### config.mk
export PLATFORM = sky130hd
export DESIGN_NAME = ex_mem_reg
export DESIGN_NICKNAME = d
export VERILOG_FILES = /design/src/rtl/ex_mem_reg.sv
export SDC_FILE = /design/constraint.sdc
export NUM_CORES = 1
export LEC_CHECK = 0
export ABC_AREA = 1
export BUFFER_PORTS_ARGS = -buffer_cell sky130_fd_sc_hd__buf_2
export CAP_MARGIN = 20
export CORE_AREA = 2 2 113 115
export DETAILED_ROUTE_END_ITERATION = 8
export DIE_AREA = 0 0 115 117
export GPL_TIMING_DRIVEN = 0
export PLACE_DENSITY_LB_ADDON = 0.3
export SLEW_MARGIN = 20
export SYNTH_ARGS = -nofsm -noshare
export SYNTH_HDL_FRONTEND = slang
export SYNTH_SLANG_ARGS = --single-unit
### constraint.sdc
create_clock -name clk -period 2.6 [get_ports clk]
set_input_delay 0.39 -clock clk [delete_from_list [all_inputs] [get_ports clk]]
set_output_delay 0.39 -clock clk [all_outputs]
set_load 0.005 [all_outputs]
### src/rtl/ex_mem_reg.sv
// EX/MEM pipeline register: captures the execute-stage result and control bits,
// owns the architectural NZCV flags and bypasses freshly computed flags to EX branches.
module ex_mem_reg #(
    parameter int DW = 64,
    parameter int RW = 5
) (
    input  logic          clk,
    input  logic          reset_n,
    input  logic          in_valid,
    input  logic [DW-1:0] alu_result,
    input  logic          alu_carry,
    input  logic          alu_overflow,
    input  logic          set_flags,
    input  logic [RW-1:0] rd,
    input  logic          reg_write,
    input  logic          mem_read,
    input  logic          mem_write,
    input  logic [DW-1:0] store_data,
    input  logic          stall,
    input  logic          flush,
    output logic          out_valid,
    output logic [DW-1:0] out_result,
    output logic [RW-1:0] out_rd,
    output logic          out_reg_write,
    output logic          out_mem_read,
    output logic          out_mem_write,
    output logic [DW-1:0] out_store_data,
    output logic [3:0]    flags,
    output logic [3:0]    cond_flags
);

    localparam logic [RW-1:0] XZR = RW'(31);

    logic          valid_q,     valid_d;
    logic [DW-1:0] result_q,    result_d;
    logic [RW-1:0] rd_q,        rd_d;
    logic          reg_write_q, reg_write_d;
    logic          mem_read_q,  mem_read_d;
    logic          mem_write_q, mem_write_d;
    logic [DW-1:0] store_q,     store_d;
    logic [3:0]    flags_q,     flags_d;

    logic       load;
    logic       flag_load;
    logic [3:0] new_flags;

    assign load      = in_valid & ~stall & ~flush;
    assign flag_load = load & set_flags;
    assign new_flags = {alu_result[DW-1], ~|alu_result, alu_carry, alu_overflow};

    always_comb begin
        valid_d     = valid_q;
        result_d    = result_q;
        rd_d        = rd_q;
        reg_write_d = reg_write_q;
        mem_read_d  = mem_read_q;
        mem_write_d = mem_write_q;
        store_d     = store_q;
        flags_d     = flags_q;

        if (flush) begin
            valid_d     = 1'b0;
            reg_write_d = 1'b0;
            mem_read_d  = 1'b0;
            mem_write_d = 1'b0;
        end else if (!stall) begin
            // Data fields load even on a bubble; consumers qualify them with out_valid.
            valid_d     = in_valid;
            result_d    = alu_result;
            rd_d        = rd;
            store_d     = store_data;
            reg_write_d = in_valid & reg_write & (rd != XZR);
            mem_read_d  = in_valid & mem_read;
            mem_write_d = in_valid & mem_write;
        end

        if (flag_load) begin
            flags_d = new_flags;
        end
    end

    always_ff @(posedge clk or negedge reset_n) begin
        if (!reset_n) begin
            valid_q     <= 1'b0;
            result_q    <= '0;
            rd_q        <= '0;
            reg_write_q <= 1'b0;
            mem_read_q  <= 1'b0;
            mem_write_q <= 1'b0;
            store_q     <= '0;
            flags_q     <= 4'b0000;
        end else begin
            valid_q     <= valid_d;
            result_q    <= result_d;
            rd_q        <= rd_d;
            reg_write_q <= reg_write_d;
            mem_read_q  <= mem_read_d;
            mem_write_q <= mem_write_d;
            store_q     <= store_d;
            flags_q     <= flags_d;
        end
    end

    assign out_valid      = valid_q;
    assign out_result     = result_q;
    assign out_rd         = rd_q;
    assign out_reg_write  = reg_write_q;
    assign out_mem_read   = mem_read_q;
    assign out_mem_write  = mem_write_q;
    assign out_store_data = store_q;
    assign flags          = flags_q;
    assign cond_flags     = flag_load ? new_flags : flags_q;

endmodule

Word level (Yosys, flattened, before mapping) --
Cells that the tools add are included.
Word-level totals: memory bits (read-only) 0, output and inout port bits 145, memories kept 0, input bits 144, latch bits 0, bits in registers 141, logic and storage cells 31, RAM bits 0
Operators by class: $add $sub $neg 0, bitwise operators 9, multipliers 0, shifts and indexed selects 0, equal/unequal tests 2, $lt $le $gt $ge 0, reduce and logical (&&, ||, !) cells 3, div/mod/pow operators 0, muxes and demuxes 9
Operators by type and width (count):
- $reduce_or 64->1 | 1
- $mux 1 | 8
- $and 1x1->1 | 7
- $ne 5x5->1 const B | 1
- $mux 4 | 1
- $ne 2x1->1 const B | 1
- $not 1->1 | 2
- $reduce_and 2->1 | 1
- $logic_not 1->1 | 1

Depth between registers and ports, before layout --
depth after elaboration 5, mapped depth 8, gate-level depth less buffers 7

Worst setup path after synthesis --
OpenSTA, ideal clock, no wires.
kind input -> output, start point input stall, end point output cond_flags[2], data required time 2210 ps, arrival 1110 ps, cell stages on the path 8, path buffers 1, slack 1100 ps, cells stage by stage nor2_4 -> buf_6 -> nand2_4 -> nor2_4 -> nand2_1 -> nor2_1 -> nand3_1 -> nand2_1
On the way: cells in the longest elaborated chain, start to end 5
RTL lines:
- start, declared | RTL line 19 | input logic stall,
- $not 1->1 (no source line)
- $and 1x1->1 (2 in a row) | RTL line 47 | assign load = in_valid & ~stall & ~flush;
- $and 1x1->1 | RTL line 48 | assign flag_load = load & set_flags;
- $mux 4
- end, declared | RTL line 29 | output logic [3:0] cond_flags
Every way passes these cells.

Worst setup path in the final report --
Same ends and word-level chain as after synthesis.

==> impl_metrics.env <==
export IMPL_ys_ff_latch=141
export IMPL_antenna_found_initial=0
export IMPL_syn_inst=376
export IMPL_grt_max_degree=77
export IMPL_die_y_um=117
export IMPL_synth_most_common_cell="dfrtp_1"
export IMPL_wl_per_cell_um=16.0
export IMPL_die_area_sq_um=13500
export IMPL_path_class="input pin to output pin"
export IMPL_grt_first_pass_wirelength_um=20200
export IMPL_ys_warn_count=0
export IMPL_cts_buffer_depth=2
export IMPL_detail_route_wirelength_um=13500
export IMPL_max_freq_ghz=0.518
export IMPL_cts_hold_buf=1
export IMPL_grt_overflow=0
export IMPL_cts_max_level=4
export IMPL_cp_end_kind="output pin"
export IMPL_cts_sinks=141
export IMPL_fillers=997
export IMPL_cts_reportedPaths_clkPinSlew_ns=0.06
export IMPL_synth_edff_count=0
export IMPL_synthTopCellsByArea="dfrtp_1, mux2_2, buf_6"
export IMPL_vias_per_cell=4.88
export IMPL_maxCapViolCount=0
export IMPL_period_needed_ns=1.93
export IMPL_clock_latency_ns=0.41
export IMPL_final_nets=829
export IMPL_final_util=0.634
export IMPL_hold_class="input pin to register"
export IMPL_start_util=0.452
export IMPL_setup_violations=0
export IMPL_start_kind="input pin"
export IMPL_synth_area_per_cell_sq_um=14.8
export IMPL_worstPathMaxFanout=10
export IMPL_synth_nets=520
export IMPL_grt_total_usage=0.198
export IMPL_synthDominantCellAreaShare=0.634
export IMPL_yosys_area_top_type="dfrtp_1"
export IMPL_route_detailed_drc=0
export IMPL_cts_root_buf="clkbuf_16"
export IMPL_synth_area_sq_um=5570
export IMPL_power_total_uw=5970
export IMPL_dp_hpwl_um=10400
export IMPL_clock_skew_ns=0
export IMPL_slew_violations=0
export IMPL_die_x_um=115
export IMPL_drive_gt1_frac=0.668
export IMPL_drt_pre_antenna_iters=4
export IMPL_vias=4141
export IMPL_p_leak_uw=0.00387
export IMPL_async_reset_ff_frac=1.00
export IMPL_routabilityCongestion=0.825
export IMPL_crit_required_ns=2.21
export IMPL_antenna_cells=0
export IMPL_ys_types=11
export IMPL_rows=41
export IMPL_syn_to_final_growth_pct=40.2
export IMPL_cts_setup_buffers=0
export IMPL_power_density_nw_per_um2=764
export IMPL_peakVddDrop_v=0.000458
export IMPL_ys_top_cells_by_count="dfrtp_1, mux2_2, nor2_1, nand2_1, buf_6"
export IMPL_cts_tree="built"
export IMPL_port_buffers=288
export IMPL_grt_pass1_vias=4178
export IMPL_ys_seq_area_frac=0.634
export IMPL_antenna_left=0
export IMPL_coreArea_sq_um=12300
export IMPL_cts_resized_gates=0
export IMPL_rsz0062_at_grt="no"
export IMPL_cp_arrival_ns=1.54
export IMPL_ios=289
export IMPL_status="finished clean"
export IMPL_hold_viol=0
export IMPL_drt_iter0_drc=108
export IMPL_max_slew_margin=0.626
export IMPL_cts_buffers_inserted=17
export IMPL_fin_crit_sh=0.743
export IMPL_worst_pin_slew_ns=0.561
export IMPL_synth_main_ff_cell="dfrtp_1"
registers in the layout, indices dropped and copies added, names as in the netlist:
| name | cells |
|---|---|
| out_mem_read | 1 |
| out_rd | 5 |
| out_valid | 1 |
| out_mem_write | 1 |
| out_result | 64 |
| out_reg_write | 1 |
| flags | 4 |
| out_store_data | 64 |
metal layers:
layer | up-vias | GRT usage | part of all wire
met5 | - | 0 | 0
met4 | 0 | 0.115 | 0.037
met3 | 39 | 0.0644 | 0.071
met2 | 180 | 0.337 | 0.50
met1 | 1999 | 0.220 | 0.39
li1 | 1923 | - | -
layout make-up:
type | instances | area (sq um) | share of cell area
clock buffers | 25 | 475 | 0.0609
clock inverters | 7 | 87.6 | 0.0112
flip-flops and latches | 141 | 3530 | 0.452
well taps | 150 | 188 | 0.0240
plain buffers | 15 | 169 | 0.0216
inverters | 3 | 11.3 | 0.00144
multi-input cells | 217 | 1860 | 0.238
repair buffers | 290 | 1490 | 0.191
per-stage QoR:
stage / cell area [sq um] / setup WS (ns) / instances / setup TNS, ns / hold slack [ns]
final: 7810 / 0.669 / 848 / 0 / 0.206
after global routing: 7810 / 0.535 / 848 / 0 / 0.186
after CTS: 7810 / 0.654 / 848 / 0 / 0.187
after detailed placement: 7230 / 0.658 / 815 / 0 / 0.404
after global placement: 7200 / -0.676 / 814 / -93.87 / 0.471
after floorplan: 5570 / 1.10 / 376 / 0 / 0.0944
worst max-delay path, cell delays in order:
cell and delay [ns]:
buf_2 0.14, nor2_4 0.13, buf_6 0.21, nand2_4 0.08, nor2_4 0.14, nand2_1 0.07
nor2_1 0.09, nand3_1 0.08, nand2_1 0.08, buf_2 0.12
kinds of logic (layout without fill, tap and decap cells):
kind of cell / count (synthesis) / after routing / share of synthesized area
compound gates: 1 / 1 / 0.00157
mux: 133 / 133 / 0.269
flops: 141 / 141 / 0.634
simple gates: 83 / 83 / 0.0632
buf+inv: 18 / 340 / 0.0324
power by group:
part | internal [uW] | switching, uW | leakage [uW]
sequential | 2510 | 151 | 0.00167
combinational | 580 | 414 | 0.00193
clock | 1460 | 852 | 0.000275
final timing paths:
check | startpoint | to | slack (ns) | cells past startpoint
setup / recovery | stall | cond_flags[2] | 0.67 | 10
hold / removal | store_data[33] | out_store_data[33] | 0.21 | 2
setup reg to reg | out_store_data[25] | out_store_data[25] | 1.81 | 1
hold reg to reg | out_store_data[7] | out_store_data[7] | 0.50 | 1
max in group asynchronous | reset_n | out_store_data[57] | 1.34 | 3
min in group asynchronous | reset_n | out_result[1] | 0.53 | 2
cells in the final DEF (no fill, tap or decap):
cell type	count
buf_16	1
buf_2	287
buf_6	15
buf_8	1
bufinv_16	2
clkbuf_1	6
clkbuf_16	17
clkbuf_8	2
clkinv_2	4
clkinvlp_4	1
dfrtp_1	141
dlygate4sd3_1	1
inv_1	3
mux2_2	133
nand2_1	29
nand2_4	1
nand3_1	8
nand4_1	3
nor2_1	40
nor2_4	2
o2111ai_1	1
Note: power is estimated with default switching activity, not from simulation.
